[config.mk]
export PLATFORM = sky130hd
export DESIGN_NAME = instr_encoder_rv64
export DESIGN_NICKNAME = d
export VERILOG_FILES = /design/src/rtl/rv_imm_pkg.sv /design/src/rtl/imm_pack_rv64.sv /design/src/rtl/instr_encoder_rv64.sv
export SDC_FILE = /design/constraint.sdc
export NUM_CORES = 1
export LEC_CHECK = 0
export ABC_AREA = 1
export BUFFER_PORTS_ARGS = -buffer_cell sky130_fd_sc_hd__buf_2
export CAP_MARGIN = 30
export CORE_UTILIZATION = 45
export CTS_BUF_LIST = sky130_fd_sc_hd__clkbuf_4
export DETAILED_ROUTE_END_ITERATION = 16
export PLACE_DENSITY_LB_ADDON = 0.25
export SETUP_SLACK_MARGIN = 0.15
export SYNTH_ARGS = -nofsm -noshare
export SYNTH_HDL_FRONTEND = slang
export SYNTH_SLANG_ARGS = --single-unit
[constraint.sdc]
create_clock -name clk -period 2.2 [get_ports clk]
set_clock_uncertainty 0.15 [all_clocks]
set_input_delay 0.33 -clock clk [delete_from_list [all_inputs] [get_ports clk]]
set_output_delay 0.33 -clock clk [all_outputs]
set_load 0.05 [all_outputs]
[src/rtl/rv_imm_pkg.sv]
// rtl/rv_imm_pkg.sv - immediate format selector and legal ranges shared by encoder and immediate generator
package rv_imm_pkg;

  typedef enum logic [2:0] {
    IMM_I = 3'd1,
    IMM_S = 3'd2,
    IMM_B = 3'd3,
    IMM_U = 3'd4,
    IMM_J = 3'd5
  } imm_src_e;

  localparam longint IS_MIN = -64'sd2048;
  localparam longint IS_MAX = 64'sd2047;
  localparam longint B_MIN  = -64'sd4096;
  localparam longint B_MAX  = 64'sd4094;
  localparam longint J_MIN  = -64'sd1048576;
  localparam longint J_MAX  = 64'sd1048574;
  localparam int     U_LOW  = 12;
  localparam int     U_SIGN = 31;

endpackage

[src/rtl/imm_pack_rv64.sv]
// rtl/imm_pack_rv64.sv - combinational instruction packer with per-format immediate range check
module imm_pack_rv64
  import rv_imm_pkg::*;
#(
  parameter int XLEN = 64
) (
  input  logic [2:0]      immsrc,
  input  logic [6:0]      opcode,
  input  logic [4:0]      rd,
  input  logic [2:0]      funct3,
  input  logic [4:0]      rs1,
  input  logic [4:0]      rs2,
  input  logic [XLEN-1:0] imm,
  output logic [31:0]     instr,
  output logic            legal
);

  localparam logic signed [XLEN-1:0] IS_LO = XLEN'(IS_MIN);
  localparam logic signed [XLEN-1:0] IS_HI = XLEN'(IS_MAX);
  localparam logic signed [XLEN-1:0] B_LO  = XLEN'(B_MIN);
  localparam logic signed [XLEN-1:0] B_HI  = XLEN'(B_MAX);
  localparam logic signed [XLEN-1:0] J_LO  = XLEN'(J_MIN);
  localparam logic signed [XLEN-1:0] J_HI  = XLEN'(J_MAX);

  logic signed [XLEN-1:0] simm;
  logic                   is_range;
  logic                   u_upper_ok;

  assign simm       = $signed(imm);
  assign is_range   = (simm >= IS_LO) && (simm <= IS_HI);
  // U immediates must be a sign-extended 32-bit value with a clear low page
  assign u_upper_ok = (&imm[XLEN-1:U_SIGN]) || (~|imm[XLEN-1:U_SIGN]);

  always_comb begin
    instr = 32'h0;
    legal = 1'b0;
    case (immsrc)
      IMM_I: begin
        instr = {imm[11:0], rs1, funct3, rd, opcode};
        legal = is_range;
      end
      IMM_S: begin
        instr = {imm[11:5], rs2, rs1, funct3, imm[4:0], opcode};
        legal = is_range;
      end
      IMM_B: begin
        instr = {imm[12], imm[10:5], rs2, rs1, funct3, imm[4:1], imm[11], opcode};
        legal = (simm >= B_LO) && (simm <= B_HI) && !imm[0];
      end
      IMM_U: begin
        instr = {imm[31:12], rd, opcode};
        legal = (imm[U_LOW-1:0] == '0) && u_upper_ok;
      end
      IMM_J: begin
        instr = {imm[20], imm[10:1], imm[11], imm[19:12], rd, opcode};
        legal = (simm >= J_LO) && (simm <= J_HI) && !imm[0];
      end
      default: begin
        instr = 32'h0;
        legal = 1'b0;
      end
    endcase
  end

endmodule

[src/rtl/instr_encoder_rv64.sv]
// rtl/instr_encoder_rv64.sv - RV64 instruction encoder streaming packed words with running address
module instr_encoder_rv64
  import rv_imm_pkg::*;
#(
  parameter int XLEN = 64,
  parameter int AW   = 10,
  parameter int CW   = 8
) (
  input  logic            clk,
  input  logic            rst,
  input  logic            clear,
  input  logic            in_valid,
  output logic            in_ready,
  input  logic [2:0]      in_immsrc,
  input  logic [6:0]      in_opcode,
  input  logic [4:0]      in_rd,
  input  logic [2:0]      in_funct3,
  input  logic [4:0]      in_rs1,
  input  logic [4:0]      in_rs2,
  input  logic [XLEN-1:0] in_imm,
  output logic            out_valid,
  input  logic            out_ready,
  output logic [31:0]     out_instr,
  output logic [AW-1:0]   out_addr,
  output logic            err_pulse,
  output logic            err_sticky,
  output logic [CW-1:0]   err_count
);

  logic [31:0] packed_word;
  logic        packed_legal;
  logic        accept;
  logic        xfer;

  imm_pack_rv64 #(.XLEN(XLEN)) u_pack (
    .immsrc (in_immsrc),
    .opcode (in_opcode),
    .rd     (in_rd),
    .funct3 (in_funct3),
    .rs1    (in_rs1),
    .rs2    (in_rs2),
    .imm    (in_imm),
    .instr  (packed_word),
    .legal  (packed_legal)
  );

  assign in_ready = !out_valid || out_ready;
  assign accept   = in_valid && in_ready;
  assign xfer     = out_valid && out_ready;

  always_ff @(posedge clk or posedge rst) begin
    if (rst) begin
      out_valid  <= 1'b0;
      out_instr  <= 32'h0;
      out_addr   <= '0;
      err_pulse  <= 1'b0;
      err_sticky <= 1'b0;
      err_count  <= '0;
    end else if (clear) begin
      out_valid  <= 1'b0;
      out_instr  <= 32'h0;
      out_addr   <= '0;
      err_pulse  <= 1'b0;
      err_sticky <= 1'b0;
      err_count  <= '0;
    end else begin
      err_pulse <= accept && !packed_legal;
      // Address tracks the presented word, so it steps only when a word leaves
      if (xfer) begin
        out_addr <= out_addr + AW'(1);
      end
      if (accept && packed_legal) begin
        out_valid <= 1'b1;
        out_instr <= packed_word;
      end else if (xfer) begin
        out_valid <= 1'b0;
      end
      if (accept && !packed_legal) begin
        err_sticky <= 1'b1;
        if (err_count != {CW{1'b1}}) begin
          err_count <= err_count + CW'(1);
        end
      end
    end
  end

endmodule
======== Yosys cells after proc, flatten, opt, wreduce, memory -nomap -nowiden ========
Cells that the tools add are included.
Widths: inputs -> output; s select.
word-level totals
  input bits .............................. 97
  register bits ........................... 53
  memory bits (read-only) ................. 0
  bits in latches ......................... 0
  logic and storage cells ................. 61
  memory bits (writable) .................. 0
  memories ................................ 0
  output and inout port bits .............. 54
operators by class
  shifts and indexed selects .............. 0
  equal/unequal tests ..................... 6
  $lt $le $gt $ge ......................... 6
  bitwise logic cells ..................... 0
  add/sub/neg operators ................... 2
  multiply operators ...................... 0
  reduce and logical (&&, ||, !) cells .... 26
  divide/modulo/power cells ............... 0
  muxes and demuxes ....................... 15
operator list
  operator               count
  $pmux 32 s5            1
  $ge 64x12->1 const B   1
  $ge 64x13->1 const B   1
  $ge 64x21->1 const B   1
  $le 64x12->1 const B   1
  $le 64x13->1 const B   1
  $le 64x21->1 const B   1
  $mux 32                2
  $reduce_and 33->1      1
  $reduce_or 33->1       1
  $mux 8                 3
  $mux 10                2
  $logic_not 12->1       1
  $add 10x1->10 const B  1
  $logic_and 1x1->1      10
  $add 8x1->8 const B    1
  $ne 8x8->1 const B     1
  $reduce_bool 2->1      4
  $eq 3x2->1 const B     2
  $eq 3x3->1 const B     2
  $mux 1                 6
  $logic_not 1->1        4
  $pmux 1 s4             1
  $eq 3x1->1 const B     1
  4 further kinds        5

======== Longest topological paths before layout ========
Gate-level depths: netlist (run 1).
  depth after elaboration ................. 9
  mapped depth ............................ 17

======== By module ========
Synthesis (run 1) repeated with hierarchy kept, for this count alone.
second synthesis, totals
  cells, all modules ...................... 662
  area total of the unflattened synthesis .. 3,993.8 um^2
modules (own cells, without submodules)
  module              cells each  area each (um^2)  times used
  instr_encoder_rv64  290         2,408.6           1
  imm_pack_rv64       372         1,585.3           1

======== Least setup slack after synthesis (run 1) ========
OpenSTA, ideal clock, no wires.
  path type ............................... register to register
  from .................................... register err_count[0]
  to ...................................... register err_count[2]
  cell stages (with the launch flop) ...... 8
  clock period less this slack ............ 2,151 ps
  path buffers ............................ 0
  setup slack ............................. 49 ps
  arrival ................................. 1,935 ps
  library setup time ...................... 66 ps
  path through ............................ dfrtp_1 > ha_1 > nand2_1 > nor3_1 > nand4_1 > nand2_2 > nand2_1 > nand2_1
between the ends
  cells in the longest elaborated chain, start to end .. 4
  elaborated cells on any way between the ends .. 7
ends and longest elaborated chain
  what                      line                      text
  start: declaration        instr_encoder_rv64.sv:27  output logic [CW-1:0] err_count
  start signal: assignment  instr_encoder_rv64.sv:81  err_count <= err_count + CW'(1);
  $add 8x1->8               instr_encoder_rv64.sv:81
  $mux 8                    instr_encoder_rv64.sv:80  if (err_count != {CW{1'b1}}) begin
  $mux 8                    instr_encoder_rv64.sv:78  if (accept && !packed_legal) begin
  $mux 8                    instr_encoder_rv64.sv:59  end else if (clear) begin
Several ways; a longest one is shown, not always the timed one. The select of a mux whose other input is x is not followed.
A chain may end at the register's enable or synchronous reset.

======== Final worst setup path (run 1) ========
  from .................................... register err_count[0]
  to ...................................... register err_count[4]
The elaborated chain is that of the path after synthesis.

==> results of run 1 <==
[worst max-delay path by stage]
stage | to | slack [ps] | depth (start not counted)
CTS | err_count[0]$_DFFE_PP0P_ | 170 | 7
finish | err_count[4]$_DFFE_PP0P_ | 340 | 7
global route | err_count[0]$_DFFE_PP0P_ | 140 | 18
detailed placement | err_count[0]$_DFFE_PP0P_ | -60 | 17
global placement | err_count[3]$_DFFE_PP0P_ | -90 | 18
floorplan | err_count[2]$_DFFE_PP0P_ | 160 | 8
[flip-flops by register name, indices dropped and copies added, names as in the netlist]
| register | count |
|---|---|
| out_valid | 1 |
| err_pulse | 1 |
| out_instr | 32 |
| out_addr | 10 |
| err_count | 8 |
| err_sticky | 1 |
[tightest hold or removal path, cell delays in order]
cell,delay [ps]
buf_2,90
o21ai_0,80
o21ai_2,60
[kinds of logic after synthesis]
group                    share of synthesized area, %
AND/OR/NAND/NOR                                  42.3
flip-flops                                       34.4
adder cells (fa/ha/maj)                         0.649
AO/OA/AOI/OAI                                    13.6
XOR/XNOR                                         1.14
buffers and inverters                            7.95
[routing by layer]
metal / up-vias / track usage [%] / wire (µm)
li1: 2267 / - / -
met1: 2025 / 32.6 / 4810
met2: 143 / 46.4 / 5960
met3: 24 / 3.38 / 597
met4: 0 / 9.47 / 289
met5: - / 0 / 0
[power breakdown]
part	internal [mW]	total, mW	leakage (nW)	switching (mW)
combinational	0.179	0.503	1.87	0.324
sequential	0.991	1.01	0.732	0.0172
clock	0.251	0.568	0.0456	0.316
[layout by cell type (no fill, tap or decap), types with 4 or more instances in the layout]
cell type	instances
buf_2	150
xor2_1	4
clkbuf_4	6
nor3_1	9
nand2_4	4
nand3_1	61
nand2_1	156
nor2_1	118
inv_2	8
inv_1	50
o22ai_1	6
dfrtp_1	51
a21oi_1	11
o21ai_2	20
and3_1	4
o21ai_0	25
a22oi_1	8
a221oi_1	5
nand4_1	10
buf_4	29
[timing repair]
item	in CTS	in global routing
buffers inserted	0	3
setup endpoints to repair	0	17
gates resized for setup	0	5
hold endpoints to repair	23	0
hold buffers	1	0
[cell type report]
type	instances	area share, %
multi-input combinational	463	44.7
sequential	53	26.4
timing repair buffer	182	20.3
inverter	58	4.33
tap	105	2.61
clock buffer	6	0.896
clock inverter	2	0.697
==> metrics.txt, run 1 <==
DR vias=between 4000 and 5000; die width=94.6 µm; final cell count without fillers=869; top post-synthesis cells by area=dfrtp_1 34%, nand2_1 15%, nor2_1 12%; Final Cell Area=0.00502 mm²; vias in the first global route=4091; CP delay by family, top=simple AND/OR/NAND/NOR gates; crit path cell chain=ha_1 -> nand2_1 -> nor3_2 -> nand4_1 -> buf_4 -> nand3_1 -> nand2_1; max incr delay on CP=roughly 450 ps; worst path bufs/invs=1; antenna violations before repair=0; CTS Root Cell=clkbuf_4; layout cells sized above 1=30.8%; hold depth=3; CP Launch Point=err_count[0]$_DFFE_PP0P_; Slew Viols, Final=0; Slew @ Worst Pin=538 ps; FF-to-FF setup slack=340 ps; Cell Pwr Density=414 mW/mm²; Row Count=33; Buffers on Ports=150; gr usage total=26.3%; kind of end point of the critical path=flop; number of synthesized flops with an enable pin=0; Final min period=1860 ps; min-delay src=in_opcode[5]; Post-DP HPWL=9390 µm; outcome=complete, no violations; Die ar.=0.00895 mm²; total CTS buffers=5; area of the multi-input gates=roughly 0.0022 mm²; most used cell, CP=nand2_1; Via density=5.13; max-cap check violation count=0; CP arrival=2000 ps; Synth area leader=dfrtp_1; CTS H-tree lvls=2; top cell type's share of synthesized area=34.4%; Seq cells post-synth=53; worst r2r dst=err_count[4]$_DFFE_PP0P_; Initial Utilization=between 40% and 50%; WS Path Type=flop to flop; Synth Net Count=688; RSZ-0062 raised after global routing=yes; Critical-path top delay cell=dfrtp_2; final wirelength=11700 µm; Setup violations, final=0; LEAKAGE=roughly 2.7 nW; top_reg_cell synth=dfrtp_1; first-pass GRT wire length=18400 µm; CP required=about 2300 ps; die height=94.6 µm; # IOs=151; DR pass1 iterations=5; P&R area growth vs syn=30.3%; post-synth cell types=36; Synth top cells by count=156 x nand2_1, 119 x nor2_1, 61 x nand3_1; Warnings, synthesis=0; part of the Yosys area used for sequential elements=34.4%; syn avg cell area=6.55 µm²; VDD IR-drop max=0.253 mV; Core Util, Final=60.8%; total grt overflow=0; Placed Cells=857; hold slack final=roughly 63 ps; Reg clk slew, reported paths=160 ps; Hold WC Path Type=input pin to flop; Final Wtd Congestion=1.01; mapped cell area=around 0.0039 mm²; crit-path max FO=6; DRC Markers=0; Slew HR=64.1%; FMAX=about 540 MHz; Mapped Cells=589; WL/cell=13.4 µm; CTS sink count=53; share of synthesized registers carrying an async set or reset=100%; FF+latch area=0.00133 mm²; Nets=approximately 860; Hold Path End=out_instr[5]$_DFFE_PP0P_; Longest Clk Path Bufs=2; worst reg2reg path depth=7; Inserted Diodes=0; Final period util=84.5%; Fin. Hold Viols=0; largest net degree at the start of global routing=34; final total power=roughly 2.1 mW; CP Launch Type=flop; Filler cells=803; CTS tree=built; RR Startpoint=err_count[0]$_DFFE_PP0P_; Placed Area=0.00489 mm²; dpl ws=-56.5 ps; fin worst setup slack=341 ps; most common cell in the netlist=nand2_1; Core Area=roughly 0.0083 mm²; DR iter-0 viols=253; setup TNS=0 ps; clk_lat worst skew=370 ps; Final ANT Viol Nets=0
Note: power is estimated with default switching activity, not from simulation.
==> inputs of run 2 (changes only) <==
==> constraint.sdc (replaced) <==
create_clock -name clk -period 1.85 [get_ports clk]
set_clock_uncertainty 0.15 [all_clocks]
set_input_delay 0.2775 -clock clk [delete_from_list [all_inputs] [get_ports clk]]
set_output_delay 0.2775 -clock clk [all_outputs]
set_load 0.05 [all_outputs]
==> metrics.txt, run 2 (synthesis gave the netlist of run 1 again) <==
combinational power share=30.8%; max incr delay on CP=approximately 430 ps; DR pass1 iterations=5; CP arrival=1930 ps; total grt overflow=0; met2 Use GR=52.4%; Nets=910; Final period util=97.0%; FF-to-FF setup slack=50 ps; setup TNS=0 ps; Inserted Diodes=0; crit-path max FO=3; Cell Pwr Density=433 mW/mm²; CP Launch Type=flop; total CTS buffers=5; Setup violations, final=0; Largest register FFs=32; RSZ-0062 raised after global routing=yes; worst path bufs/invs=2; die width=94.6 µm; min-delay src=in_opcode[4]; Slew HR=65.5%; DR iter-0 viols=261; FMAX=557 MHz; LEAKAGE=between 3 and 4 nW; Seq pwr share=44.3%; most frequent cells in the layout=120 x nand2_1, 108 x buf_2, 78 x buf_4, 75 x nor2_1; clock group share of total power=24.9%; Die ar.=about 0.0089 mm²; worst reg2reg path depth=8; largest net degree at the start of global routing=33; Buffers on Ports=150; Core Util, Final=76.0%; most common cell after layout, fill and taps aside=nand2_1; WL/cell=15.0 µm; Final ANT Viol Nets=0; Slew Viols, Final=0; final wirelength=between 10000 and 15000 µm; outcome=complete, no violations; Core Area=0.00826 mm²; FF+latch area=0.00134 mm²; Hold WC Path Type=input pin to flop; most used cell, CP=inv_2; cell internal pwr=about 1.8 mW; antenna violations before repair=0; Most Crowded Layer GR=met2; hold depth=3; vias in the first global route=~4500; max-cap check violation count=0; CP required=1990 ps; layout cells sized above 1=between 50% and 60%; Reg clk slew, reported paths=170 ps; Reg with most FFs=out_instr; P_sw=0.902 mW; worst r2r dst=out_addr[9]$_DFFE_PP0P_; gr usage total=between 20% and 30%; CTS tree=built; met3 usage=3.78%; P&R area growth vs syn=62.8%; Via density=5.35; RR Startpoint=out_addr[1]$_DFFE_PP0P_; Fin. Hold Viols=0; DRC Markers=0; Critical-path top delay cell=dfrtp_2; crit path cell chain=inv_2 -> nor3_4 -> nand3_2 -> nor4_4 -> inv_2 -> nor2_4 -> and3_4 -> nor3_2; Sw Share=approximately 33%; final total power=2.72 mW; WS Path Type=flop to flop; Final Wtd Congestion=0.879; met1 GRT Util=33.8%; VDD IR-drop max=0.306 mV; CTS Root Cell=clkbuf_4; # IOs=151; Row Count=33; clk_lat worst skew=380 ps; Filler cells=631; Slew @ Worst Pin=516 ps; CTS sink count=53; Hold Path End=out_instr[4]$_DFFE_PP0P_; Initial Utilization=a little under half; kind of end point of the critical path=flop; Top Registers=out_instr x32, out_addr x10, err_count x8; CP delay by family, top=simple AND/OR/NAND/NOR gates; DR vias=4910; area of the multi-input gates=approximately 0.0028 mm²; Post-DP HPWL=9930 µm; die height=approximately 95 µm; Final min period=around 1800 ps; CTS H-tree lvls=2; Longest Clk Path Bufs=2; first-pass GRT wire length=20300 µm
run 2: changes by cell type in the layout (fill, tap and decap cells not counted), sizes merged:
cell         delta
dlygate4sd3     +3
buf            +42
inv             -1
nand2           +2
clkinv          +1
clkinvlp        +2
clkbuf          -1
run 2: timing repair:
item | in CTS | in global routing
hold buffers | 2 | 2
hold endpoints to repair | 22 | 2
gates resized for setup | 13 | 203
gates cloned | 2 | 2
setup endpoints to repair | 43 | 44
pin swaps | 4 | 57
buffers inserted | 3 | 9
run 2: worst max-delay path by stage:
stage / from / to / slack, ps / cells after the start
6_report: out_addr[1]$_DFFE_PP0P_ / out_addr[9]$_DFFE_PP0P_ / 50 / 8
5_1_grt: out_addr[0]$_DFFE_PP0P_ / out_addr[8]$_DFFE_PP0P_ / -40 / 8
4_1_cts: in_imm[43] / out_instr[22]$_DFFE_PP0P_ / 140 / 17
3_5_place_dp: in_imm[32] / out_instr[14]$_DFFE_PP0P_ / -380 / 16
3_3_place_gp: in_imm[32] / out_instr[5]$_DFFE_PP0P_ / -370 / 16
2_1_floorplan: err_count[0]$_DFFE_PP0P_ / err_count[7]$_DFFE_PP0P_ / 60 / 7
run 2: metrics by stage:
step | cells | hold slack, ps | setup WS (ps) | cell area [µm²]
global placement | 889 | 178 | -368 | 5290
detailed placement | 889 | 187 | -379 | 5290
global route | 917 | 6.99 | -43.3 | 6280
finish | 917 | 5.91 | 54.8 | 6280
floorplan | 589 | 189 | 57.5 | 4010
CTS | 904 | 11.9 | 135 | 5490
run 2: area by class of cell:
class / instances / share of cell area (%)
multi-input combinational: 465 / 45.3
timing repair buffer: 227 / 26.3
sequential: 53 / 21.3
inverter: 58 / 3.69
tap: 105 / 2.09
clock inverter: 3 / 0.658
clock buffer: 5 / 0.598
timing repair inverter: 1 / 0.0996
run 2: routing by layer:
| metal | up-vias | routed length [µm] |
|---|---|---|
| met5 | - | 0 |
| met4 | 0 | 485 |
| met3 | 38 | 748 |
| met1 | 2319 | 5370 |
| met2 | 184 | 7160 |
| li1 | 2369 | - |
run 2: power by group through the flow:
stage	clock network (mW)	registers, mW	logic (mW)
6_report	0.676	1.20	0.838
5_1_grt	0.729	1.21	0.905
4_1_cts	0.670	1.20	0.685
3_5_place_dp	0	1.22	0.668
3_3_place_gp	0	1.22	0.655
2_1_floorplan	0	1.29	0.265
run 2: worst register-to-register path, stage by stage, from the launching register on:
cell,delay (ps)
dfrtp_2,430
inv_2,60
nor3_4,210
nand3_2,110
nor4_4,320
inv_2,70
nor2_4,140
and3_4,190
nor3_2,40
==> inputs of run 3 (changes only) <==
--- a/config.mk
+++ b/config.mk
@@ -12,6 +12,7 @@
 export CTS_BUF_LIST = sky130_fd_sc_hd__clkbuf_4
 export DETAILED_ROUTE_END_ITERATION = 16
 export PLACE_DENSITY_LB_ADDON = 0.25
+export REMOVE_ABC_BUFFERS = 1
 export SETUP_SLACK_MARGIN = 0.15
 export SYNTH_ARGS = -nofsm -noshare
 export SYNTH_HDL_FRONTEND = slang
==> metrics.txt, run 3 (synthesis gave the netlist of run 1 again) <==
RR Startpoint=err_count[0]$_DFFE_PP0P_; Inserted Diodes=0; Final ANT Viol Nets=0; Reg clk slew, reported paths=around 150 ps; # IOs=between 150 and 200; vias in the first global route=4469; Placed Cells=891; Largest register FFs=32; Slew Viols, Final=0; Nets=909; min-delay src=in_opcode[5]; outcome=complete, no violations; largest net degree at the start of global routing=39; DR pass1 iterations=6; CTS sink count=53; total grt overflow=0; VDD IR-drop max=0.301 mV; final total power=2.63 mW; CTS H-tree lvls=2; WL/cell=about 16 µm; CTS tree=built; Cell Pwr Density=422 mW/mm²; DR vias=5106; WS Path Type=input pin to flop; hold depth=3; Initial Utilization=46.7%; Sw Share=34.8%; Die ar.=0.00895 mm²; Final period util=96.8%; die height=94.6 µm; Longest Clk Path Bufs=2; clk_lat worst skew=380 ps; layout cells sized above 1=between 40% and 50%; Fin. Hold Viols=0; final cell count without fillers=about 900; Slew HR=a little over two thirds; Core Area=0.00826 mm²; Row Count=33; die width=94.6 µm; Setup violations, final=0; Buffers on Ports=150; DRC Markers=0; worst reg2reg path depth=8; Final Wtd Congestion=0.947; final wirelength=14800 µm; FMAX=558 MHz; Final min period=between 1500 and 2000 ps; combinational power share=between 30% and 40%; Filler cells=611; Slew @ Worst Pin=439 ps; first-pass GRT wire length=19500 µm; RSZ-0062 raised after global routing=yes; P_sw=0.915 mW; CP arrival=1950 ps; cell internal pwr=1.72 mW; LEAKAGE=3.07 nW; Post-DP HPWL=9550 µm; worst r2r dst=err_count[2]$_DFFE_PP0P_; most common cell after layout, fill and taps aside=nand2_1; CP Launch Type=input pin; FF-to-FF setup slack=110 ps; gr usage total=27.2%; most frequent cells in the layout=121 x nand2_1, 104 x buf_2, 76 x buf_4, 66 x nor2_1, 53 x dfrtp_1; CTS Root Cell=clkbuf_4; Via density=5.57; hold slack final=between 15 and 20 ps; DR iter-0 viols=around 280; Hold Path End=out_instr[5]$_DFFE_PP0P_; CP required=2010 ps; Core Util, Final=75.5%; max-cap check violation count=0; Top Registers=out_instr x32, out_addr x10, err_count x8; clock group share of total power=between 20% and 30%; antenna violations before repair=0; Reg with most FFs=out_instr; kind of end point of the critical path=flop; crit-path max FO=5; Hold WC Path Type=input pin to flop; Seq pwr share=a little under half; total CTS buffers=5; P&R area growth vs syn=61.7%
[run 3: what timing repair did]
action | in CTS | in global routing
pin swaps | 3 | 42
setup buffers | 5 | 6
resized for setup | 13 | 230
hold buffers | 1 | 0
endpoints found under the hold margin | 15 | 0
cloned | 0 | 7
endpoints found under the setup margin | 43 | 49
[run 3: how the worst max path moves through the flow]
stage,startpoint,depth (start not counted),to
finish,in_imm[51],16,out_instr[18]$_DFFE_PP0P_
global route,in_imm[40],15,out_instr[7]$_DFFE_PP0P_
CTS,err_count[0]$_DFFE_PP0P_,7,err_count[4]$_DFFE_PP0P_
detailed placement,in_imm[36],17,err_count[3]$_DFFE_PP0P_
global placement,in_imm[36],17,err_count[3]$_DFFE_PP0P_
floorplan,err_count[0]$_DFFE_PP0P_,7,err_count[2]$_DFFE_PP0P_
[run 3: final cells by class]
cell class	instances	area, µm²	share of cell area, %
sequential	53	1330	21.3
clock buffer	6	45.0	0.722
multi-input combinational	467	2810	45.1
clock inverter	2	15.0	0.241
tap	105	131	2.11
timing repair buffer	225	1680	26.9
inverter	58	231	3.71
[run 3: power groups by stage]
stage	clock network [mW]	logic (mW)	registers, mW
final	0.554	0.882	1.20
after global routing	0.607	0.941	1.20
after CTS	0.556	0.675	1.19
after detailed placement	0	0.658	1.21
after global placement	0	0.644	1.21
after floorplan	0	0.239	1.28
[run 3: layer usage]
metal  vias up  routed length [µm]  GRT usage (%)
met3        48                 855           3.22
li1       2371                   -              -
met5         -                   0              0
met1      2429                5370           32.6
met4         0                 549           10.5
met2       258                7980           49.3
[run 3: critical path, stage by stage]
cell and delay [ps]:
buf_2 130, nand2_1 120, nor2_4 110, nand2_1 60
nor2_1 90, nand2_1 80, nor2_1 90, nor2_1 60
nor2_1 100, nand2_1 60, nand2_1 70, nand2_2 90
nand2_4 110, nand3_4 170, clkbuf_16 220, o21ai_2 120
[run 3: stage by stage]
step,setup WS [ps],TNS (ps),instance area [µm²]
6_report,58.9,0,6240
5_1_grt,-90.0,-1620,6240
4_1_cts,135,0,5310
3_5_place_dp,-408,-15390,5140
3_3_place_gp,-332,-12490,5140
2_1_floorplan,-315,-9860,3770
